### src/rtl/data_mem_responder_pkg.sv
// Shared definitions for the data-port memory responder: state encoding,
// default error data, bus lane constant and a width helper.
package data_mem_responder_pkg;

  // Responder FSM states, 2-bit registered encoding.
  typedef enum logic [1:0] {
    StIdle = 2'd0,
    StBus  = 2'd1,
    StResp = 2'd2
  } state_e;

  // Read data returned to the core when a load times out.
  localparam logic [31:0] DefaultErrData = 32'hDEADBEEF;

  // Byte enables used for every read: the whole word is fetched.
  localparam logic [3:0] BeAllLanes = 4'b1111;

  // Ceiling log2 for sizing counters; clog2_fn(1) = 0.
  function automatic int unsigned clog2_fn(input int unsigned value);
    int unsigned result;
    result = 0;
    for (int i = 0; i < 32; i++) begin
      if ((64'd1 << i) < 64'(value)) begin
        result = i + 1;
      end
    end
    return result;
  endfunction

endpackage

### src/rtl/data_mem_responder_timeout_counter.sv
// Saturating cycle counter used to bound how long the responder waits for
// a bus acknowledge. tc_o flags the last allowed wait cycle.
module bus_timeout_counter
  import data_mem_responder_pkg::*;
#(
  parameter int unsigned TIMEOUT_CYCLES = 255
) (
  input  logic clk,
  input  logic rst_n,
  input  logic clr_i,
  input  logic en_i,
  output logic tc_o
);

  // One spare bit above clog2 so the terminal value always fits.
  localparam int unsigned CntW = clog2_fn(TIMEOUT_CYCLES) + 1;
  localparam logic [CntW-1:0] CntMax  = '1;
  localparam logic [CntW-1:0] CntLast = CntW'(TIMEOUT_CYCLES - 1);

  logic [CntW-1:0] cnt_d, cnt_q;

  // Next count: clear wins, otherwise count up and stick at all-ones.
  always_comb begin
    cnt_d = cnt_q;
    if (clr_i) begin
      cnt_d = '0;
    end else if (en_i && (cnt_q != CntMax)) begin
      cnt_d = cnt_q + CntW'(1);
    end
  end

  // Count register.
  always_ff @(posedge clk or negedge rst_n) begin
    if (!rst_n) begin
      cnt_q <= '0;
    end else begin
      cnt_q <= cnt_d;
    end
  end

  // Terminal count is decoded from the current value, so it is seen in the
  // same cycle the counter holds TIMEOUT_CYCLES-1.
  always_comb begin
    tc_o = (cnt_q == CntLast);
  end

endmodule

### src/rtl/data_mem_responder.sv
// Memory-side responder for the core data port. Runs each MEM-stage access
// as one req/ack bus transaction, returns registered load data, stalls the
// core via memValid, and turns a hung slave into an error response.
module data_mem_responder
  import data_mem_responder_pkg::*;
#(
  parameter int unsigned TIMEOUT_CYCLES = 255,
  parameter logic [31:0] ERR_DATA       = DefaultErrData
) (
  input  logic        clk,
  input  logic        rst_n,
  // Core side
  input  logic        reqEn,
  input  logic        reqWe,
  input  logic [31:0] reqAddr,
  input  logic [31:0] reqWdata,
  input  logic [3:0]  reqBe,
  output logic        memValid,
  output logic [31:0] rdData,
  // System bus side
  output logic        busReq,
  output logic        busWe,
  output logic [31:0] busAddr,
  output logic [31:0] busWdata,
  output logic [3:0]  busBe,
  input  logic [31:0] busRdata,
  input  logic        busAck,
  // Error reporting
  output logic        errFlag,
  output logic [31:0] errAddr,
  input  logic        errClr
);

  state_e state_d, state_q;

  logic        bus_req_d,   bus_req_q;
  logic        bus_we_d,    bus_we_q;
  logic [31:0] bus_addr_d,  bus_addr_q;
  logic [31:0] bus_wdata_d, bus_wdata_q;
  logic [3:0]  bus_be_d,    bus_be_q;
  logic [31:0] rd_data_d,   rd_data_q;
  logic        err_flag_d,  err_flag_q;
  logic [31:0] err_addr_d,  err_addr_q;

  logic accept;
  logic ack_done;
  logic timeout_done;
  logic timeout_tc;
  logic mem_valid;

  // Event decode shared by the FSM and the datapath.
  always_comb begin
    accept       = (state_q == StIdle) && reqEn;
    ack_done     = (state_q == StBus) && busAck;
    // An ack on the terminal cycle is a success, so it masks the timeout.
    timeout_done = (state_q == StBus) && !busAck && timeout_tc;
  end

  bus_timeout_counter #(
    .TIMEOUT_CYCLES (TIMEOUT_CYCLES)
  ) u_timeout (
    .clk   (clk),
    .rst_n (rst_n),
    .clr_i (accept),
    .en_i  (state_q == StBus),
    .tc_o  (timeout_tc)
  );

  // FSM state register.
  always_ff @(posedge clk or negedge rst_n) begin
    if (!rst_n) begin
      state_q <= StIdle;
    end else begin
      state_q <= state_d;
    end
  end

  // FSM next-state: RESP always lasts one cycle, so a held request is not
  // picked up again until the core presents it in IDLE.
  always_comb begin
    state_d = state_q;
    unique case (state_q)
      StIdle:  if (reqEn) state_d = StBus;
      StBus:   if (ack_done || timeout_done) state_d = StResp;
      StResp:  state_d = StIdle;
      default: state_d = StIdle;
    endcase
  end

  // FSM outputs: memValid is low only while an access is in flight.
  always_comb begin
    mem_valid = 1'b0;
    unique case (state_q)
      StIdle:  mem_valid = ~reqEn;
      StBus:   mem_valid = 1'b0;
      StResp:  mem_valid = 1'b1;
      default: mem_valid = ~reqEn;
    endcase
  end

  // Bus, read-data and error register next-state.
  always_comb begin
    bus_req_d   = bus_req_q;
    bus_we_d    = bus_we_q;
    bus_addr_d  = bus_addr_q;
    bus_wdata_d = bus_wdata_q;
    bus_be_d    = bus_be_q;
    rd_data_d   = rd_data_q;
    err_flag_d  = err_flag_q;
    err_addr_d  = err_addr_q;

    if (accept) begin
      bus_req_d   = 1'b1;
      bus_we_d    = reqWe;
      bus_addr_d  = {reqAddr[31:2], 2'b00};
      bus_wdata_d = reqWdata;
      bus_be_d    = reqWe ? reqBe : BeAllLanes;
    end

    if (ack_done) begin
      bus_req_d = 1'b0;
      if (!bus_we_q) begin
        rd_data_d = busRdata;
      end
    end

    if (timeout_done) begin
      bus_req_d = 1'b0;
      if (!bus_we_q) begin
        rd_data_d = ERR_DATA;
      end
    end

    // Only the first timeout is recorded; a clear in the same cycle wins.
    // reqAddr is still the faulting address because the core is stalled.
    if (errClr) begin
      err_flag_d = 1'b0;
      err_addr_d = '0;
    end else if (timeout_done && !err_flag_q) begin
      err_flag_d = 1'b1;
      err_addr_d = reqAddr;
    end
  end

  // Bus, read-data and error registers.
  always_ff @(posedge clk or negedge rst_n) begin
    if (!rst_n) begin
      bus_req_q   <= 1'b0;
      bus_we_q    <= 1'b0;
      bus_addr_q  <= '0;
      bus_wdata_q <= '0;
      bus_be_q    <= '0;
      rd_data_q   <= '0;
      err_flag_q  <= 1'b0;
      err_addr_q  <= '0;
    end else begin
      bus_req_q   <= bus_req_d;
      bus_we_q    <= bus_we_d;
      bus_addr_q  <= bus_addr_d;
      bus_wdata_q <= bus_wdata_d;
      bus_be_q    <= bus_be_d;
      rd_data_q   <= rd_data_d;
      err_flag_q  <= err_flag_d;
      err_addr_q  <= err_addr_d;
    end
  end

  assign memValid = mem_valid;
  assign rdData   = rd_data_q;
  assign busReq   = bus_req_q;
  assign busWe    = bus_we_q;
  assign busAddr  = bus_addr_q;
  assign busWdata = bus_wdata_q;
  assign busBe    = bus_be_q;
  assign errFlag  = err_flag_q;
  assign errAddr  = err_addr_q;

endmodule

### config.mk
export PLATFORM = sky130hd
export DESIGN_NAME = data_mem_responder
export DESIGN_NICKNAME = d
export VERILOG_FILES = /design/src/rtl/data_mem_responder_pkg.sv /design/src/rtl/data_mem_responder_timeout_counter.sv /design/src/rtl/data_mem_responder.sv
export SDC_FILE = /design/constraint.sdc
export NUM_CORES = 1
export LEC_CHECK = 0
export BUFFER_PORTS_ARGS = -buffer_cell sky130_fd_sc_hd__buf_2
export CORE_MARGIN = 2
export CORE_UTILIZATION = 30
export CTS_BUF_LIST = sky130_fd_sc_hd__clkbuf_8
export DETAILED_ROUTE_END_ITERATION = 7
export HOLD_SLACK_MARGIN = 0.03
export PLACE_DENSITY = 0.67
export RECOVER_POWER = 50
export REMOVE_ABC_BUFFERS = 1
export SLEW_MARGIN = 20
export SYNTH_ARGS = -nofsm -noshare
export SYNTH_HDL_FRONTEND = slang
export SYNTH_HIERARCHICAL = 1
export SYNTH_SLANG_ARGS = --single-unit
### constraint.sdc
create_clock -name clk -period 1.7 [get_ports clk]
set_clock_uncertainty 0.05 [all_clocks]
set_input_delay 0.255 -clock clk [delete_from_list [all_inputs] [get_ports clk]]
set_output_delay 0.255 -clock clk [all_outputs]
set_load 0.05 [all_outputs]
==> impl_metrics.py, run 1 <==
metrics = {
    "status": {
        "status": "finished, violations left",
        "violations": "negative setup slack",
    },
    "grt": {
        "grt_pass1_wl_um": 25200,
        "grt_antenna_before_repair": 1,
        "grt_pass1_vias": 5000,
        "grt.overflow.total": 0,
        "grt_max_degree": 53,
        "track_usage_pct": 15.9,
    },
    "flow_run": {
        "cap_viol_max_count": 0,
    },
    "layout": {
        "fill_cells": 1622,
        "multi_input_area_um2": 2220,
        "area_growth_syn_to_layout_pct": 61.0,
        "final_core_util_pct": 49.2,
        "fin_nets": 949,
        "regArea_um2": 3600,
        "drive_gt1_share_pct": 49.8,
    },
    "sta": {
        "whs_ps": 164,
        "tightest_slew_ps": 916,
        "setup_ws_ps": -178,
        "rsz0062_at_grt": "yes",
        "slew_headroom_pct": 38.9,
        "drv_slew": 0,
        "min_period_ps": 1880,
        "fmaxAchievable_ghz": 0.533,
        "hold_viol_final": 0,
        "period_share_pct": 110,
        "finalSetupViolations": 58,
    },
    "worst_setup_path": {
        "criticalPathCategory": "flip-flop to flip-flop",
        "max_stage_delay_ps": 450,
        "crit_chain": "nand4_1, nor2_2, and2_1, ha_2, nand4b_4, or4_4, a21oi_2",
        "critPathCaptureType": "flip-flop",
        "cp_data_arrival_time_ps": 2200,
        "cp_max_fo": 6,
        "start_kind": "flip-flop",
        "crit_slowest_cell": "or4_4",
        "required_ps": 2020,
    },
    "synthesis": {
        "syn_inst": 461,
        "synth-async-reset-ratio_pct": 100,
        "synth_area_per_cell_um2": 12.5,
        "yosysWarnings": 6,
        "ys.flop_type": "dfrtp_1",
        "netlist-cell-type-count": 39,
        "ys_seq_area_share_pct": 62.8,
        "synth_edf_count": 0,
        "synth_area_um2": 5740,
        "ys_ff_latch": 144,
    },
    "power": {
        "total_leakage_power_nw": 4.48,
        "total_power_w": 0.0175,
        "seqPwrFrac_pct": 30.5,
        "internal-power_w": 0.00916,
        "switching_share_pct": 47.5,
        "cellPowerDensity_nw_per_um2": 1890,
        "ir_worst_vdd_mv": 1.07,
        "clkPwrFrac_pct": 17.0,
        "power_switching_w": 0.00830,
        "combPwrFrac_pct": 52.5,
    },
    "clock_network": {
        "numCtsBuffers": 17,
        "clock_latency_ps": 440,
        "clockBufferDepth": 2,
        "cts_sinks": 144,
        "htreeDepth": 4,
        "clk_pin_slew_ps": 80,
        "cts_tree": "done",
        "root_buffer": "clkbuf_8",
    },
    "floorplan": {
        "core-area_um2": 18800,
        "num_rows": 50,
        "start_util_pct": 30.6,
        "die_width_um": 142,
        "dieArea_um2": 20300,
        "die_y_um": 142,
        "num_io_pins": 242,
    },
    "placement": {
        "place_ws_ps": -223,
        "dp_hpwl_um": 10100,
        "port_buffers": 239,
        "gp_congestion": 0.736,
    },
    "detailed_routing": {
        "route.detailed.drc": 0,
        "wl_per_cell_um": 16.3,
        "num_vias": 4952,
        "vias_per_cell": 4.58,
        "postRouteAntennaNets": 0,
        "wirelength_um": 17600,
        "first_iter_violations": 166,
        "drt_pass1_iterations": 5,
    },
    "hold_path": {
        "hold_class": "primary input to flip-flop",
    },
}
-- cell usage in the layout, fill, tap and decap left out, types with 8 or more instances in the layout --
cell,count
buf_2,206
dfrtp_1,144
dlygate4sd3_1,102
nand2_1,76
mux2_2,61
clkbuf_2,33
a21oi_1,23
buf_4,21
clkbuf_8,19
o22a_1,15
a21oi_2,15
nand3_1,10
a22o_1,8
nand2_4,8
nor2_1,8
buf_6,8
-- through the flow --
stage	std cells	setup TNS, ps	instance area (um^2)
floorplan	435	-55960	5580
global placement	936	-2520	7370
detailed placement	936	-5050	7370
CTS	1069	-2480	8910
global route	1080	-11340	9240
finish	1081	-6120	9240
-- layer usage --
| layer | wire (um) | part of all wire, % | vias to the layer above | GRT usage (%) |
|---|---|---|---|---|
| met1 | 7440 | 42 | 2420 | 18.5 |
| met2 | 8720 | 50 | 178 | 27.5 |
| met4 | 316 | 1.8 | 0 | 5.42 |
| met3 | 1140 | 6.5 | 19 | 5.55 |
| met5 | 0 | 0 | - | 0 |
| li1 | - | - | 2335 | - |
-- Yosys cell counts, drive strengths merged (4+ instances only) --
library cell | count | area (um^2)
a21oi | 38 | 190
a22o | 8 | 70.1
a31oi | 4 | 25.0
buf | 22 | 148
clkbuf | 5 | 18.8
dfrtp | 144 | 3600
ha | 8 | 100
inv | 8 | 30.0
mux2 | 66 | 743
nand2 | 87 | 327
nand3 | 10 | 50.1
nor2 | 11 | 41.3
nor2b | 4 | 25.0
o21ai | 5 | 25.0
o22a | 15 | 131
-- power groups by stage --
stage / sequential (W) / clock, W / combinational, W
2_1_floorplan: 0.00956 / 0 / 0.00191
3_3_place_gp: 0.00531 / 0 / 0.00829
3_5_place_dp: 0.00534 / 0 / 0.00838
4_1_cts: 0.00528 / 0.00307 / 0.00875
5_1_grt: 0.00548 / 0.00320 / 0.00960
6_report: 0.00532 / 0.00297 / 0.00916
-- final cells by class --
type | instances | share of cell area, %
clock inverter | 11 | 1.77
multi-input combinational | 285 | 24.0
timing repair buffer | 379 | 28.8
antenna | 1 | 0.0271
tap | 234 | 3.17
clock buffer | 19 | 2.83
inverter | 8 | 0.379
sequential | 144 | 39.0
-- logic make-up (layout without fill, tap and decap cells) --
| group | count (synthesis) | after routing | synth area share [%] |
|---|---|---|---|
| flip-flops | 144 | 144 | 62.8 |
| AND/OR/NAND/NOR | 130 | 132 | 10.4 |
| AO/OA/AOI/OAI | 74 | 74 | 8.22 |
| multiplexers | 67 | 67 | 13.1 |
| buffers and inverters | 35 | 417 | 3.42 |
| adder cells (fa/ha/maj) | 8 | 8 | 1.74 |
| XOR/XNOR | 2 | 2 | 0.305 |
| other | 1 | 3 | 0.0653 |
-- worst max-delay path, delay by kind of cell, from the launching register on --
family | cells | cell delay [ps]
simple gates | 5 | 1070
flops | 1 | 390
fa+ha+maj | 1 | 170
compound gates | 1 | 130
-- timing repair --
item / 4_1_cts / 5_1_grt
hold buffers: 102 / 0
endpoints found under the hold margin: 274 / 0
pin swaps: 7 / 43
gates resized for setup: 23 / 55
buffers inserted: 1 / 5
endpoints found under the setup margin: 102 / 106
cloned: 0 / 7
-- final timing paths --
kind                            slack (ps)          startpoint  depth (start not counted)            endpoint
min in group asynchronous              430               rst_n                          2           async pin
worst max register to register        -180  u_timeout/cnt_q[3]                          7  u_timeout/cnt_q[5]
worst max-delay path                  -180  u_timeout/cnt_q[3]                          7  u_timeout/cnt_q[5]
max in group asynchronous              260               rst_n                          3         busWdata[5]
worst min-delay path                   160              errClr                          3         errAddr[26]
worst min register to register         440         busWdata[6]                          1         busWdata[6]
Note: power is estimated with default switching activity, not from simulation.
==> inputs of run 2 (changes only) <==
--- a/config.mk
+++ b/config.mk
@@ -14,6 +14,7 @@
 export PLACE_DENSITY = 0.67
 export RECOVER_POWER = 50
 export REMOVE_ABC_BUFFERS = 1
+export SKIP_LAST_GASP = 1
 export SLEW_MARGIN = 20
 export SYNTH_ARGS = -nofsm -noshare
 export SYNTH_HDL_FRONTEND = slang
==> constraint.sdc (replaced) <==
create_clock -name clk -period 1.7 [get_ports clk]
set_clock_uncertainty 0.05 [all_clocks]
set_input_delay 0.17 -clock clk [delete_from_list [all_inputs] [get_ports clk]]
set_output_delay 0.17 -clock clk [all_outputs]
set_load 0.05 [all_outputs]
==> impl_metrics.py, run 2 (synthesis gave the netlist of run 1 again) <==
metrics = {
    "sta": {
        "drv_slew": 0,
        "tightest_slew_ps": 1200,
        "slew_headroom_pct": 20.2,
        "period_share_pct": 108,
        "min_period_ps": 1840,
        "hold_viol_final": 0,
        "fmaxAchievable_ghz": 0.542,
        "rsz0062_at_grt": "yes",
        "finalSetupViolations": 56,
        "setup_ws_ps": -144,
        "setup_tns_ps": -3650,
    },
    "grt": {
        "grt_pass1_vias": 5111,
        "grt_max_degree": 52,
        "grt.overflow.total": 0,
        "grt_antenna_before_repair": 1,
        "track_usage_pct": 16.2,
        "grt_pass1_wl_um": 25500,
    },
    "layout": {
        "final_cell_mix": "buf_2, dfrtp_1, dlygate4sd3_1",
        "drive_gt1_share_pct": 46.7,
        "mostFrequentLayoutCell": "buf_2",
        "fin_nets": 952,
        "area_growth_syn_to_layout_pct": 60.6,
    },
    "hold_path": {
        "hold_class": "primary input to flip-flop",
        "min_path_cells": 3,
        "hold_start": "busAck",
        "holdPathEnd": "busReq",
    },
    "worst_setup_path": {
        "ff2ff_setup_slack_ps": -140,
        "critPathCaptureType": "flip-flop",
        "timing.rr.start": "u_timeout/cnt_q[3]",
        "criticalPathCategory": "flip-flop to flip-flop",
        "start_kind": "flip-flop",
        "worstRegToRegCells": 7,
        "cp_max_fo": 6,
        "cp_data_arrival_time_ps": 2160,
        "timing.rr.end": "u_timeout/cnt_q[7]",
        "required_ps": 2020,
    },
    "clock_network": {
        "root_buffer": "clkbuf_8",
        "numCtsBuffers": 17,
        "cts_sinks": 144,
        "clk_pin_slew_ps": 80,
        "clock_latency_ps": 440,
        "cts_tree": "done",
        "clockBufferDepth": 2,
        "htreeDepth": 4,
    },
    "power": {
        "seqPwrFrac_pct": 30.9,
        "total_leakage_power_nw": 4.45,
        "cellPowerDensity_nw_per_um2": 1870,
        "clkPwrFrac_pct": 16.5,
        "power_switching_w": 0.00824,
        "combPwrFrac_pct": 52.7,
        "ir_worst_vdd_mv": 1.19,
        "switching_share_pct": 47.7,
        "internal-power_w": 0.00904,
    },
    "detailed_routing": {
        "route.detailed.drc": 0,
        "num_vias": 5012,
        "drt_pass1_iterations": 4,
        "wl_per_cell_um": 16.0,
        "first_iter_violations": 156,
        "vias_per_cell": 4.62,
        "wirelength_um": 17400,
        "postRouteAntennaNets": 0,
    },
    "floorplan": {
        "start_util_pct": 30.6,
        "die_y_um": 142,
        "dieArea_um2": 20300,
        "num_io_pins": 242,
        "die_width_um": 142,
        "num_rows": 50,
        "core-area_um2": 18800,
    },
    "placement": {
        "gp_congestion": 0.755,
        "port_buffers": 239,
        "dp_hpwl_um": 9960,
        "place_ws_ps": -219,
    },
    "status": {
        "status": "finished, violations left",
        "violations": "negative setup slack",
    },
    "flow_run": {
        "cap_viol_max_count": 0,
    },
}
==> run 2: how the worst max path moves through the flow <==
| stage | end | from |
|---|---|---|
| 4_1_cts | memValid | state_q[0] |
| 5_1_grt | u_timeout/cnt_q[7] | u_timeout/cnt_q[3] |
| 2_1_floorplan | busWdata[0] | state_q[0] |
| 6_report | u_timeout/cnt_q[7] | u_timeout/cnt_q[3] |
| 3_3_place_gp | u_timeout/cnt_q[7] | u_timeout/cnt_q[4] |
| 3_5_place_dp | u_timeout/cnt_q[7] | u_timeout/cnt_q[4] |
==> run 2: worst max-delay path: stages, from the launching register on <==
cell and delay [ps]:
dfrtp_1 390, nand4_1 150, nor2_1 80, and2_1 160
ha_2 180, nand4b_4 200, or4_1 420, a21oi_1 150
==> run 2: final cells by class <==
class | instances | area [um^2]
fillers | 1660 | 9550
flip-flops and latches | 144 | 3600
repair buffers | 383 | 2660
multi-input cells | 284 | 2210
well taps | 234 | 293
clock buffers | 21 | 289
clock inverters | 11 | 123
inverters | 8 | 35.0
diodes | 1 | 2.50
==> run 2: power by group through the flow <==
stage,combinational (W),clock [W],sequential [W]
final,0.00911,0.00285,0.00534
after global routing,0.00953,0.00308,0.00548
after CTS,0.00878,0.00295,0.00528
after detailed placement,0.00837,0,0.00534
after global placement,0.00827,0,0.00531
after floorplan,0.00191,0,0.00956
==> run 2: per-layer routing <==
metal,routed length (um),global-route usage [%],vias to the layer above
met3,1110,4.88,39
met2,8530,27.4,200
li1,-,-,2343
met5,0,0,-
met1,7310,19.1,2430
met4,436,6.77,0
==> run 2: repair_timing <==
action	4_1_cts	5_1_grt
setup endpoints to repair	99	135
pin swaps	2	40
buffers inserted	1	10
hold endpoints to repair	237	0
cloned	2	4
hold buffers	102	0
resized for setup	14	68
==> run 2: stage by stage <==
stage | hold WS, ps | cells | power [W] | utilization, % | area [um^2]
after detailed placement | 104 | 934 | 0.0137 | 39.1 | 7340
after CTS | 41.3 | 1071 | 0.0170 | 47.4 | 8890
final | 89.4 | 1086 | 0.0173 | 49.1 | 9220
after global routing | 97.3 | 1085 | 0.0181 | 49.1 | 9220
after floorplan | -176 | 435 | 0.0115 | - | 5580
after global placement | 109 | 934 | 0.0136 | 39.1 | 7340
==> inputs of run 3 (changes only) <==
--- a/config.mk
+++ b/config.mk
@@ -11,7 +11,7 @@
 export CTS_BUF_LIST = sky130_fd_sc_hd__clkbuf_8
 export DETAILED_ROUTE_END_ITERATION = 7
 export HOLD_SLACK_MARGIN = 0.03
-export PLACE_DENSITY = 0.67
+export PLACE_DENSITY_LB_ADDON = 0.25
 export RECOVER_POWER = 50
 export REMOVE_ABC_BUFFERS = 1
 export SKIP_LAST_GASP = 1
==> impl_metrics.py, run 3 (synthesis gave the netlist of run 1 again) <==
metrics = {
    "detailed_routing": {
        "wl_per_cell_um": 16.3,
        "vias_per_cell": 4.63,
        "first_iter_violations": 156,
        "drt_pass1_iterations": 4,
        "wirelength_um": 17700,
        "postRouteAntennaNets": 0,
        "num_vias": 5039,
        "route.detailed.drc": 0,
    },
    "power": {
        "combPwrFrac_pct": 52.9,
        "power_switching_w": 0.00850,
        "cellPowerDensity_nw_per_um2": 1790,
        "ir_worst_vdd_mv": 1.18,
        "seqPwrFrac_pct": 31.3,
        "total_power_w": 0.0170,
        "total_leakage_power_nw": 4.52,
        "switching_share_pct": 49.9,
        "clkPwrFrac_pct": 15.8,
        "internal-power_w": 0.00854,
    },
    "hold_path": {
        "holdPathEnd": "busReq",
        "min_path_cells": 3,
        "hold_start": "busAck",
        "hold_class": "primary input to flip-flop",
    },
    "placement": {
        "port_buffers": 239,
        "dp_hpwl_um": 10400,
        "place_ws_ps": -245,
        "gp_congestion": 0.771,
    },
    "grt": {
        "grt-busiest-layer": "met2",
        "grt.overflow.total": 0,
        "grt_max_degree": 57,
        "grt_pass1_wl_um": 26500,
        "globalRouteMet2Util_pct": 28.8,
        "met1_usage_pct": 19.7,
        "grt_use_met3_pct": 4.68,
        "grt_pass1_vias": 5230,
        "grt_antenna_before_repair": 0,
        "track_usage_pct": 16.8,
    },
    "sta": {
        "hold_viol_final": 0,
        "drv_slew": 0,
        "whs_ps": 124,
        "slew_headroom_pct": 29.3,
        "finalSetupViolations": 63,
        "min_period_ps": 1820,
        "setup_ws_ps": -125,
        "fmaxAchievable_ghz": 0.548,
        "setup_tns_ps": -3940,
        "period_share_pct": 107,
        "rsz0062_at_grt": "yes",
        "tightest_slew_ps": 1060,
    },
    "worst_setup_path": {
        "timing.rr.start": "u_timeout/cnt_q[0]",
        "criticalPathCategory": "flip-flop to flip-flop",
        "cp_max_fo": 8,
        "worstRegToRegCells": 9,
        "required_ps": 2020,
        "ff2ff_setup_slack_ps": -120,
        "start_kind": "flip-flop",
        "timing.rr.end": "errAddr[1]",
        "critPathCaptureType": "flip-flop",
        "cp_data_arrival_time_ps": 2150,
    },
    "status": {
        "violations": "negative setup slack",
        "status": "finished, violations left",
    },
    "clock_network": {
        "htreeDepth": 4,
        "cts_sinks": 144,
        "numCtsBuffers": 17,
        "root_buffer": "clkbuf_8",
        "clockBufferDepth": 2,
        "cts_tree": "done",
        "clk_pin_slew_ps": 90,
        "clock_latency_ps": 450,
    },
    "floorplan": {
        "dieArea_um2": 20300,
        "start_util_pct": 30.6,
        "core-area_um2": 18800,
        "num_rows": 50,
        "die_y_um": 142,
        "die_width_um": 142,
        "num_io_pins": 242,
    },
    "layout": {
        "final_cell_mix": "buf_2, dfrtp_1, dlygate4sd3_1",
        "drive_gt1_share_pct": 51.6,
        "final_core_util_pct": 50.7,
        "n_antenna_cell": 0,
        "mostFrequentLayoutCell": "buf_2",
        "fin_nets": 955,
        "area_growth_syn_to_layout_pct": 65.9,
    },
    "flow_run": {
        "cap_viol_max_count": 0,
    },
}
run 3: cell types whose count changed in the layout (fill, tap and decap cells not counted), moves of 6 or more:
cell      change
nand2_1      -15
a21oi_1      -12
a21oi_2      +11
nand2_4      +11
clkbuf_1     -10
buf_2         +7
buf_16        +6
inv_8         +6
run 3: worst max-delay path, stage by stage (launching register included):
cell and delay (ps):
dfrtp_1 410, buf_6 130, inv_4 50, ha_4 110
and3b_2 190, and4bb_4 330, buf_12 140, buf_16 150
nand2_4 50, a21oi_2 130
run 3: timing repair:
action / 4_1_cts / 5_1_grt
endpoints found under the hold margin: 275 / 0
setup buffers: 10 / 3
resized for setup: 57 / 73
hold buffers: 102 / 0
gates cloned: 8 / 3
pin swaps: 26 / 43
endpoints found under the setup margin: 125 / 126
run 3: how the worst max path moves through the flow:
stage / slack [ps] / from / end / cells past startpoint
floorplan: -830 / state_q[0] / busWdata[0] / 5
global placement: -130 / u_timeout/cnt_q[5] / u_timeout/cnt_q[5] / 7
detailed placement: -250 / u_timeout/cnt_q[0] / u_timeout/cnt_q[5] / 6
CTS: -110 / u_timeout/cnt_q[3] / u_timeout/cnt_q[5] / 7
global route: -200 / u_timeout/cnt_q[0] / errAddr[1] / 9
finish: -120 / u_timeout/cnt_q[0] / errAddr[1] / 9
run 3: metrics by stage:
step	instance area (um^2)	instances
floorplan	5580	435
global placement	7330	930
detailed placement	7330	930
CTS	9210	1082
global route	9520	1088
finish	9520	1088
run 3: power groups by stage:
stage          Clock, W  Sequential [W]  Combinational [W]
6_report        0.00269         0.00533            0.00902
2_1_floorplan         0         0.00956            0.00191
3_3_place_gp          0         0.00533            0.00828
5_1_grt         0.00294         0.00550            0.00945
4_1_cts         0.00280         0.00533            0.00885
3_5_place_dp          0         0.00538            0.00838
run 3: metal layers:
layer,up-vias,wire [um]
li1,2354,-
met1,2485,7310
met2,176,9150
met3,24,924
met4,0,364
met5,-,0
run 3: cell type report:
class | instances | area, um^2
Clock buffer | 17 | 234
Clock inverter | 15 | 164
Fill cell | 1612 | 9240
Inverter | 8 | 37.5
Multi-Input combinational cell | 285 | 2370
Sequential cell | 144 | 3600
Tap cell | 234 | 293
Timing Repair Buffer | 385 | 2820
